<file path="src/rtl/pio_pkg.sv">
// pio_pkg: register map and edge-mode encodings shared by the PIO edge-capture block.
package pio_pkg;
  localparam logic [1:0] ADDR_DATA = 2'd0;
  localparam logic [1:0] ADDR_RSVD = 2'd1;
  localparam logic [1:0] ADDR_MASK = 2'd2;
  localparam logic [1:0] ADDR_EDGE = 2'd3;
  localparam int EDGE_RISE = 0;
  localparam int EDGE_FALL = 1;
  localparam int EDGE_ANY  = 2;
endpackage

</file>
<file path="src/rtl/pio_debounce.sv">
// pio_debounce: one-bit debouncer; output follows input after DEBOUNCE_CYCLES consecutive differing cycles.
module pio_debounce #(
  parameter int DEBOUNCE_CYCLES = 16
) (
  input  logic clk,
  input  logic reset_n,
  input  logic d_i,
  output logic q_o
);
  logic [15:0] cnt_q, cnt_d;
  logic        q_q, q_d;
  logic        done;
  always_comb begin
    done  = (d_i != q_q) && (cnt_q == 16'(DEBOUNCE_CYCLES - 1));
    cnt_d = (d_i == q_q || done) ? 16'd0 : cnt_q + 16'd1;
    q_d   = done ? d_i : q_q;
  end
  always_ff @(posedge clk or negedge reset_n) begin
    if (!reset_n) begin
      cnt_q <= '0;
      q_q   <= 1'b0;
    end else begin
      cnt_q <= cnt_d;
      q_q   <= q_d;
    end
  end
  assign q_o = q_q;
endmodule

</file>
<file path="src/rtl/pio_in_edge_irq.sv">
// pio_in_edge_irq: synchronised input port with edge capture, irq mask and level interrupt.
// Define PIO_IN_DEBOUNCE_EN to insert a per-bit debouncer after the synchroniser.
module pio_in_edge_irq
  import pio_pkg::*;
#(
  parameter int WIDTH           = 18,
  parameter int EDGE_TYPE       = 1,
  parameter int SYNC_STAGES     = 2,
  parameter int BIT_CLEAR       = 1,
  parameter int DEBOUNCE_CYCLES = 16
) (
  input  logic             clk,
  input  logic             reset_n,
  input  logic [1:0]       address,
  input  logic             chipselect,
  input  logic             write_n,
  input  logic [31:0]      writedata,
  input  logic [WIDTH-1:0] in_port,
  output logic [31:0]      readdata,
  output logic             irq
);
  logic [SYNC_STAGES-1:0][WIDTH-1:0] sync_q, sync_d;
  logic [WIDTH-1:0] stable, prev_q, detect, clr;
  logic [WIDTH-1:0] edge_q, edge_d, mask_q, mask_d;
  logic [31:0]      rdata_q, rdata_d;
  logic             irq_q, irq_d, wr;
`ifdef PIO_IN_DEBOUNCE_EN
  for (genvar g = 0; g < WIDTH; g++) begin : g_db
    pio_debounce #(.DEBOUNCE_CYCLES(DEBOUNCE_CYCLES)) u_db (
      .clk    (clk),
      .reset_n(reset_n),
      .d_i    (sync_q[SYNC_STAGES-1][g]),
      .q_o    (stable[g])
    );
  end
`else
  localparam int unused_debounce_cycles = DEBOUNCE_CYCLES;
  assign stable = sync_q[SYNC_STAGES-1];
`endif
  assign detect = (EDGE_TYPE == EDGE_RISE) ? (stable & ~prev_q) :
                  (EDGE_TYPE == EDGE_FALL) ? (~stable & prev_q) : (stable ^ prev_q);
  // A freshly detected edge wins over a clear landing on the same clock.
  always_comb begin
    sync_d  = {sync_q[SYNC_STAGES-2:0], in_port};
    wr      = chipselect && !write_n;
    clr     = (wr && address == ADDR_EDGE) ? ((BIT_CLEAR != 0) ? writedata[WIDTH-1:0] : '1) : '0;
    edge_d  = (edge_q & ~clr) | detect;
    mask_d  = (wr && address == ADDR_MASK) ? writedata[WIDTH-1:0] : mask_q;
    rdata_d = (address == ADDR_DATA) ? 32'(stable) :
              (address == ADDR_MASK) ? 32'(mask_q) :
              (address == ADDR_EDGE) ? 32'(edge_q) : 32'd0;
    irq_d   = |(edge_q & mask_q);
  end
  always_ff @(posedge clk or negedge reset_n) begin
    if (!reset_n) begin
      sync_q  <= '0;
      prev_q  <= '0;
      edge_q  <= '0;
      mask_q  <= '0;
      rdata_q <= '0;
      irq_q   <= 1'b0;
    end else begin
      sync_q  <= sync_d;
      prev_q  <= stable;
      edge_q  <= edge_d;
      mask_q  <= mask_d;
      rdata_q <= rdata_d;
      irq_q   <= irq_d;
    end
  end
  assign readdata = rdata_q;
  assign irq      = irq_q;
endmodule
</file>
<file path="config.mk">
export PLATFORM = sky130hd
export DESIGN_NAME = pio_in_edge_irq
export DESIGN_NICKNAME = d
export VERILOG_FILES = /design/src/rtl/pio_pkg.sv /design/src/rtl/pio_debounce.sv /design/src/rtl/pio_in_edge_irq.sv
export SDC_FILE = /design/constraint.sdc
export NUM_CORES = 1
export LEC_CHECK = 0
export ABC_AREA = 1
export CAP_MARGIN = 15
export CORE_MARGIN = 1.5
export CORE_UTILIZATION = 45
export CTS_BUF_LIST = sky130_fd_sc_hd__clkbuf_16
export DETAILED_ROUTE_END_ITERATION = 12
export GPL_TIMING_DRIVEN = 0
export PLACE_DENSITY_LB_ADDON = 0.12
export SLEW_MARGIN = 5
export SYNTH_ARGS = -nofsm -noshare
export SYNTH_HDL_FRONTEND = slang
export SYNTH_SLANG_ARGS = --single-unit
</file>
<file path="constraint.sdc">
create_clock -name clk -period 1.21 [get_ports clk]
set_clock_uncertainty 0.05 [all_clocks]
set_input_delay 0.242 -clock clk [delete_from_list [all_inputs] [get_ports clk]]
set_output_delay 0.242 -clock clk [all_outputs]
set_load 0.02 [all_outputs]
</file>
==> impl_metrics.csv, run 1 <==
group,metric,value,unit
synthesis,ys_ff_latch,109,
worst_setup_path,cp_top_family,"flip-flops",
detailed_routing,wl_per_cell,13.16,um
timing,final.setup.tns,0,ps
worst_setup_path,worstPathRequired,920,ps
floorplan,num_rows,34,
worst_setup_path,reg2reg_slack,170,ps
worst_setup_path,cp_data_arrival_time,880,ps
power,p_leak,2.502,nW
power,ir_drop,0.0008290,V
clock_network,cts_made_buffers,9,
floorplan,die_h,97.34,um
worst_setup_path,cp_slowest_cell,"dfrtp_1",
floorplan,start_util,46.15,%
timing,slew_viol_final,0,
clock_network,path_clk_slew,70,ps
placed_design,dp_cells,539,
hold_path,hold_class,"input pin to async pin",
detailed_routing,vias_per_cell,4.576,
floorplan,dieArea,9475,sq um
worst_setup_path,crit_buf_inv,1,
worst_setup_path,path_depth,1,
worst_setup_path,slowest_delay,410,ps
clock_network,cts_tree,"built",
worst_setup_path,crit_type,"register to primary output",
synthesis,yosys_warnings,0,
global_route,grt_util_all_layers,17.15,%
worst_setup_path,critical_path.max_fanout,1,
run_status,status,"finished, final reports clean",
detailed_routing,firstDrtPassIters,4,
finish,insertedDiodeCount,0,
clock_network,clock-sinks,109,
clock_network,worstSkewPairLatency,340,ps
floorplan,io_pins,89,
worst_setup_path,reg2regPathDepth,6,
detailed_routing,vias,2558,
finish,layout_commonest_cell,"dfrtp_1",
global_route,grt_max_degree,92,
placed_design,place_hpwl,4.802,mm
global_route,antenna_found_initial,0,
placed_design,gp_congestion,0.7680,
worst_setup_path,rr_endpoint,"irq$_DFF_PN0_",
clock_network,clockBufferDepth,2,
synthesis,netlist_instances,357,
finish,finalNetCount,502,
power,power_density,1599,nW/um^2
global_route,grt_pass1_vias,2615,
synthesis,postSynthAreaPerCell,11.22,sq um
detailed_routing,drc,0,
finish,drive_above_1_share,24.17,%
clock_network,root_buffer,"clkbuf_16",
synthesis,syn_area,4005,sq um
timing,setup_viol,0,
timing,hold_violations,0,
detailed_routing,ant_nets,0,
placed_design,dpl_cell_area,4818,sq um
finish,fill_cells,748,
worst_setup_path,start_kind,"register",
run,maxCapViolCount,0,
worst_setup_path,crit_path_start,"readdata[6]$_DFF_PN0_",
global_route,overflow,0,
finish,area_delta_synth_final,26.90,%
timing,max_freq,850.5,MHz
worst_setup_path,end_kind,"primary output",
finish,final_cell_area,5082,sq um
floorplan,die_w,97.34,um
clock_network,cts_max_level,3,
synthesis,yosysSeqAreaShare,68.10,%
floorplan,core,8678,sq um
finish,final_cells,559,
synthesis,ys_types,19,
detailed_routing,wl,7.354,mm
worst_setup_path,cp_cell_sequence,"buf_6",
placed_design,numPortBuffers,60,
timing,fin_crit,1176,ps
detailed_routing,drt-initial-drc-count,88,
finish,final_cell_mix,"109 x dfrtp_1, 86 x nand2_1, 40 x inv_1",
global_route,grt_pass1_wl,12.55,mm
timing,fin_crit_sh,97.17,%
worst_setup_path,r2r_start,"mask_q[11]$_DFFE_PN0P_",
worst_setup_path,crit_end,"readdata[6]",
-- synthesized netlist by cell type --
library cell | number | area share, %
dfrtp_1 | 109 | 68
nand2_1 | 86 | 8.1
inv_1 | 41 | 3.8
o21ai_2 | 28 | 6.1
nand3_1 | 18 | 2.2
o21ai_0 | 16 | 2.0
buf_4 | 14 | 2.6
nand2_2 | 13 | 2.0
o21ai_1 | 10 | 1.2
nor2_1 | 6 | 0.56
buf_6 | 4 | 1.1
buf_2 | 3 | 0.37
nand2_4 | 2 | 0.56
nor2_2 | 2 | 0.31
conb_1 | 1 | 0.094
inv_2 | 1 | 0.094
inv_4 | 1 | 0.16
nand4_1 | 1 | 0.16
nor2_4 | 1 | 0.28
-- logic make-up (layout without fill, tap and decap cells) --
| family | count (synthesis) | after routing | share of synthesized area (%) |
|---|---|---|---|
| other cells | 1 | 14 | 0.09363 |
| simple gates | 129 | 130 | 14.21 |
| flops | 109 | 109 | 68.10 |
| compound gates | 54 | 54 | 9.372 |
| buf+inv | 64 | 144 | 8.216 |
-- how the worst min path moves through the flow --
stage	endpoint	slack, ps	cells past startpoint
floorplan	edge_q[0]$_DFF_PN0_	-100	0
global placement	stable[12]$_DFF_PN0_	280	0
detailed placement	readdata[0]$_DFF_PN0_	40	1
CTS	readdata[0]$_DFF_PN0_	250	2
global route	readdata[0]$_DFF_PN0_	260	2
finish	readdata[0]$_DFF_PN0_	250	2
-- cell type report --
cell class                      count  area [sq um]  share of cell area (%)
Sequential cell                   109          2728                   53.67
Tap cell                          108         135.1                   2.659
Inverter                           43         163.9                   3.225
Clock inverter                      7         81.33                   1.600
Timing Repair Buffer               64         561.8                   11.05
Clock buffer                        9         225.2                   4.431
Buffer                             21         173.9                   3.422
Multi-Input combinational cell    198          1013                   19.94
-- registers in the layout, indices dropped and copies added, names as in the netlist --
name	count
mask_q	18
edge_q	18
stable	18
prev_q	18
readdata	18
irq	1
sync_d	18
-- metrics by stage --
stage	hold WS (ps)	utilization (%)	power, mW	setup WS (ps)
global placement	282.3	55.19	5.231	-4236
finish	251.2	58.56	8.126	34.25
CTS	247.5	58.42	8.219	16.59
floorplan	-103.6	-	4.770	188.1
global route	261.3	58.56	8.504	-5.038
detailed placement	44.31	55.52	5.268	-633.8
-- power by group --
part | switching (mW) | total [mW] | internal [mW] | leakage, nW
clock | 1.35 | 2.99 | 1.64 | 0.148
combinational | 0.564 | 1.00 | 0.439 | 1.10
sequential | 0.185 | 4.13 | 3.95 | 1.25
-- routing by layer --
layer / share of wire, % / GRT usage (%)
met1: 44 / 21.70
met2: 49 / 28.24
met3: 4.9 / 5.396
met4: 1.6 / 5.604
met5: 0 / 0
-- repair_timing --
item / CTS / global route
gates resized for setup: 84 / 2
endpoints found under the setup margin: 65 / 12
cloned: 0 / 1
hold buffers: 1 / 0
pin swaps: 1 / 2
hold endpoints to repair: 18 / 0
setup buffers: 2 / 0
No activity file was read; power rests on OpenSTA's default activity.
==> run 2, diff against run 1 <==
Settings changed: PLACE_DENSITY_LB_ADDON 0.12 to 0.15.
==> impl_metrics.csv, run 2 (synthesized netlist as in run 1, its figures left out) <==
group,metric,value,unit
timing,final.setup.tns,0,ps
worst_setup_path,cp_slowest_cell,"dfrtp_1",
floorplan,io_pins,89,
clock_network,clock-sinks,109,
finish,final_core_util,59.08,%
worst_setup_path,crit_type,"register to primary output",
run_status,status,"finished, violations left",
timing,fin_crit,1172,ps
hold_path,hold_class,"input pin to async pin",
finish,layout_commonest_cell,"dfrtp_1",
finish,finalNetCount,502,
power,p_total,8.421,mW
timing,whs,-57.49,ps
worst_setup_path,crit_buf_inv,1,
finish,insertedDiodeCount,0,
power,p_leak,2.532,nW
clock_network,cts_made_buffers,9,
detailed_routing,vias,2552,
worst_setup_path,slowest_delay,380,ps
timing,max_freq,853.3,MHz
placed_design,dp_cells,539,
floorplan,die_h,97.34,um
timing,rsz0062_at_grt,"false",
finish,drive_above_1_share,24.67,%
clock_network,cts_tree,"built",
detailed_routing,wl,7.574,mm
worst_setup_path,cp_cell_sequence,"buf_2",
worst_setup_path,critical_path.max_fanout,1,
floorplan,start_util,46.15,%
floorplan,core,8678,sq um
clock_network,clockBufferDepth,2,
finish,area_delta_synth_final,28.02,%
power,ir_drop,0.0008125,V
finish,final_cells,558,
detailed_routing,wl_per_cell,13.57,um
placed_design,numPortBuffers,60,
timing,slew_viol_final,0,
detailed_routing,vias_per_cell,4.573,
detailed_routing,drc,0,
detailed_routing,firstDrtPassIters,4,
placed_design,place_hpwl,4.840,mm
global_route,grt_util_all_layers,16.64,%
worst_setup_path,end_kind,"primary output",
floorplan,die_w,97.34,um
timing,setup_viol,0,
detailed_routing,ant_nets,0,
timing,worstMarginPinSlew,785.1,ps
run_status,violations,"negative hold slack",
timing,hold_violations,62,
worst_setup_path,cp_top_family,"flip-flops",
finish,fill_cells,756,
finish,seq_area,2728,sq um
global_route,grt_pass1_vias,2555,
timing,fin_crit_sh,96.85,%
clock_network,cts_max_level,3,
global_route,antenna_found_initial,0,
run,maxCapViolCount,0,
detailed_routing,drt-initial-drc-count,112,
worst_setup_path,cp_data_arrival_time,880,ps
floorplan,dieArea,9475,sq um
global_route,overflow,0,
placed_design,gp_congestion,0.7600,
finish,multi_input_area,1016,sq um
clock_network,path_clk_slew,70,ps
finish,final_cell_mix,"109 x dfrtp_1, 86 x nand2_1, 40 x inv_1",
clock_network,root_buffer,"clkbuf_16",
timing,slew_headroom,47.66,%
global_route,grt_pass1_wl,12.25,mm
power,power_density,1642,nW/um^2
global_route,grt_max_degree,64,
floorplan,num_rows,34,
worst_setup_path,start_kind,"register",
worst_setup_path,worstPathRequired,920,ps
clock_network,worstSkewPairLatency,340,ps
## run 2: cell count changes in the layout (fill, tap and decap cells not counted), sizes merged
cell | previous run | this run
clkinv | 2 | 0
dlymetal6s2s | 0 | 2
clkinvlp | 1 | 3
dlygate4sd3 | 1 | 0
inv | 46 | 43
clkdlybuf4s50 | 37 | 36
dlygate4sd2 | 3 | 2
bufinv | 1 | 3
clkbuf | 9 | 10
## run 2: layout make-up
class / count / area share, %
buffer: 21 / 3.392
clock buffer: 9 / 4.392
clock inverter: 6 / 2.196
inverter: 43 / 3.197
multi-input combinational: 198 / 19.81
sequential: 109 / 53.20
tap: 108 / 2.635
timing repair buffer: 64 / 11.18
## run 2: power breakdown
part           switching [mW]  internal, mW
combinational           0.578         0.437
clock                    1.26          2.01
sequential              0.184          3.95
total                    2.03          6.39
## run 2: path summary, 6_finish.rpt
kind                       cells after the start                      to                   start  slack [ps]
setup / recovery                               1            readdata[17]  readdata[17]$_DFF_PN0_          40
hold / removal                                 1    sync_d[21]$_DFF_PN0_                 reset_n         -60
setup reg to reg                               6           irq$_DFF_PN0_  mask_q[16]$_DFFE_PN0P_         140
hold reg to reg                                0     stable[1]$_DFF_PN0_    sync_d[19]$_DFF_PN0_         300
max in group asynchronous                      2  readdata[14]$_DFF_PN0_                 reset_n         470
min in group clk                               1    sync_d[19]$_DFF_PN0_              in_port[1]         290
## run 2: metal layers
metal,share of wire (%),GRT usage (%)
met5,0,0
met4,0.57,4.615
met1,45,21.37
met2,51,28.73
met3,3.9,3.525
## run 2: per-stage QoR
step	instance area [sq um]	worst slack [ps]
5_1_grt	5127	6.906
3_3_place_gp	4790	-4170
4_1_cts	5089	3.099
6_report	5127	38.07
2_1_floorplan	4054	188.1
3_5_place_dp	4815	-613.0
## run 2: timing repair
item	in CTS	in global routing
setup endpoints to repair	65	11
gates cloned	0	2
buffers inserted	2	0
hold endpoints to repair	62	0
gates resized for setup	82	4
pin swaps	1	2
==> run 3, diff against run 2 <==
Settings changed: ABC_AREA 1 to unset.
==> impl_metrics.csv, run 3 <==
group,metric,value,unit
timing,slew_viol_final,0,
clock_network,clock-sinks,109,
global_route,antenna_found_initial,0,
synthesis,yosys_warnings,0,
clock_network,root_buffer,"clkbuf_16",
timing,final.setup.tns,-104.6,ps
run,maxCapViolCount,0,
timing,max_freq,769.6,MHz
synthesis,synth_top_flop_cell,"dfrtp_1",
power,p_leak,2.418,nW
synthesis,synth_common_cells,"109 x dfrtp_1, 36 x nand2_1, 26 x mux2_2",
floorplan,num_rows,33,
power,ir_drop,0.0008822,V
worst_setup_path,critical_path.max_fanout,2,
timing,fin_crit_sh,107.4,%
synthesis,yosys-top-cells-area,"dfrtp_1 69%, mux2_2 7.4%, a22o_1 4.7%",
worst_setup_path,cp_cell_sequence,"a22o_1 -> a221oi_2 -> and3_1 -> nand4_1",
timing,setup_viol,2,
finish,final_core_util,60.94,%
synthesis,yosys.area.top_type,"dfrtp_1",
synthesis,synth_top_area_share,69.36,%
detailed_routing,ant_nets,0,
worst_setup_path,slowest_delay,380,ps
timing,hold_violations,50,
clock_network,worstSkewPairLatency,340,ps
detailed_routing,drc,0,
synthesis,ys_ff_latch,109,
synthesis,postSynthAreaPerCell,14.40,sq um
synthesis,syn_area,3933,sq um
timing,worst_slack,-89.43,ps
worst_setup_path,end_kind,"register",
detailed_routing,vias,2321,
worst_setup_path,crit_path_start,"mask_q[8]$_DFFE_PN0P_",
global_route,grt_pass1_vias,2368,
worst_setup_path,start_kind,"register",
worst_setup_path,crit_type,"register to register",
hold_path,hold_class,"input pin to async pin",
finish,area_delta_synth_final,29.24,%
placed_design,gp_congestion,0.7612,
finish,final_cell_mix,"109 x dfrtp_1, 36 x nand2_1, 36 x clkdlybuf4s50_1",
timing,fin_crit,1299,ps
global_route,grt_max_degree,60,
detailed_routing,firstDrtPassIters,4,
detailed_routing,vias_per_cell,4.835,
detailed_routing,wl,7.424,mm
clock_network,clockBufferDepth,2,
global_route,grt_util_all_layers,17.86,%
power,p_total,8.154,mW
synthesis,ys_types,20,
run_status,violations,"negative hold slack, negative setup slack",
power,power_density,1604,nW/um^2
clock_network,cts_tree,"built",
synthesis,synth.most_common_cell,"dfrtp_1",
worst_setup_path,r2r_start,"mask_q[8]$_DFFE_PN0P_",
placed_design,dpl_cell_area,4738,sq um
worst_setup_path,cp_slowest_cell,"dfrtp_1",
detailed_routing,drt-initial-drc-count,66,
placed_design,numPortBuffers,60,
synthesis,async_flop_share,100.0,%
detailed_routing,wl_per_cell,15.47,um
finish,finalNetCount,426,
finish,layout_commonest_cell,"dfrtp_1",
floorplan,die_h,96.48,um
clock_network,cts_max_level,3,
clock_network,path_clk_slew,70,ps
synthesis,synth_edf_count,0,
worst_setup_path,cp_data_arrival_time,1470,ps
finish,final_cell_area,5082,sq um
clock_network,cts_made_buffers,9,
floorplan,core,8341,sq um
synthesis,yosysSeqAreaShare,69.36,%
floorplan,dieArea,9308,sq um
timing,worstMarginPinSlew,667.3,ps
floorplan,die_w,96.48,um
timing,rsz0062_at_grt,"true",
worst_setup_path,worstPathRequired,1380,ps
global_route,grt_pass1_wl,11.92,mm
global_route,overflow,0,
floorplan,start_util,47.15,%
timing,whs,-126.1,ps
worst_setup_path,crit_buf_inv,0,
synthesis,netlist_instances,273,
placed_design,place_hpwl,4.699,mm
finish,drive_above_1_share,30.13,%
run_status,status,"finished, violations left",
floorplan,io_pins,89,
worst_setup_path,cp_top_family,"compound AO/OA/AOI/OAI gates",
timing,slew_headroom,55.51,%
finish,insertedDiodeCount,0,
==> run 3: cell types whose count changed in the layout (fill, tap and decap cells not counted), moves of 14 or more <==
cell,before,now
nand2_1,86,36
o21ai_2,28,0
mux2_2,0,26
a22o_1,0,21
inv_1,40,19
nand3_1,18,0
nand2_2,14,0
==> run 3: metrics by stage <==
step / setup WS, ps / cells
floorplan: -31.09 / 286
global placement: -4198 / 451
detailed placement: -688.5 / 452
CTS: -73.34 / 481
global route: -148.6 / 480
finish: -89.43 / 480
==> run 3: what timing repair did <==
| item | 4_1_cts | 5_1_grt |
|---|---|---|
| pin swaps | 4 | 2 |
| gates resized for setup | 92 | 1 |
| endpoints found under the setup margin | 66 | 11 |
| endpoints found under the hold margin | 50 | 50 |
| gates cloned | 1 | 0 |
| buffers inserted | 12 | 1 |
==> run 3: final cells by class <==
type | count | area (sq um)
clock buffer | 9 | 225.2
buffer | 23 | 198.9
multi-input combinational | 136 | 1020
timing repair buffer | 73 | 645.6
sequential | 109 | 2728
tap | 105 | 131.4
fill | 688 | 3258
clock inverter | 7 | 66.31
inverter | 18 | 67.56
==> run 3: routing by layer <==
layer | track usage [%] | routed length [um]
met3 | 5.399 | 363
met1 | 23.33 | 3295
met2 | 28.55 | 3669
met5 | 0 | 0
met4 | 5.797 | 95
==> run 3: worst paths after layout <==
| check | slack, ps | endpoint | cells past startpoint |
|---|---|---|---|
| max | -90 | irq$_DFF_PN0_ | 4 |
| min | -130 | prev_q[10]$_DFF_PN0_ | 1 |
| max reg2reg | -90 | irq$_DFF_PN0_ | 4 |
| min reg2reg | 290 | stable[7]$_DFF_PN0_ | 0 |
| max in group asynchronous | 530 | stable[6]$_DFF_PN0_ | 2 |
| min in group clk | 280 | sync_d[28]$_DFF_PN0_ | 1 |
==> run 3: cells by family (layout without fill, tap and decap cells) <==
kind of cell | count (synthesis) | in the layout | share of synthesized area (%)
DFF | 109 | 109 | 69.36
AOI/OAI and AO/OA | 45 | 45 | 8.209
and+or+nand+nor | 41 | 41 | 4.518
buffers and inverters | 41 | 130 | 6.554
muxes | 36 | 36 | 11.26
other | 1 | 14 | 0.09536
==> run 3: power by group <==
group,leakage [nW],switching (mW),internal (mW)
clock,0.151,1.28,1.60
sequential,1.24,0.207,3.97
combinational,1.03,0.481,0.615
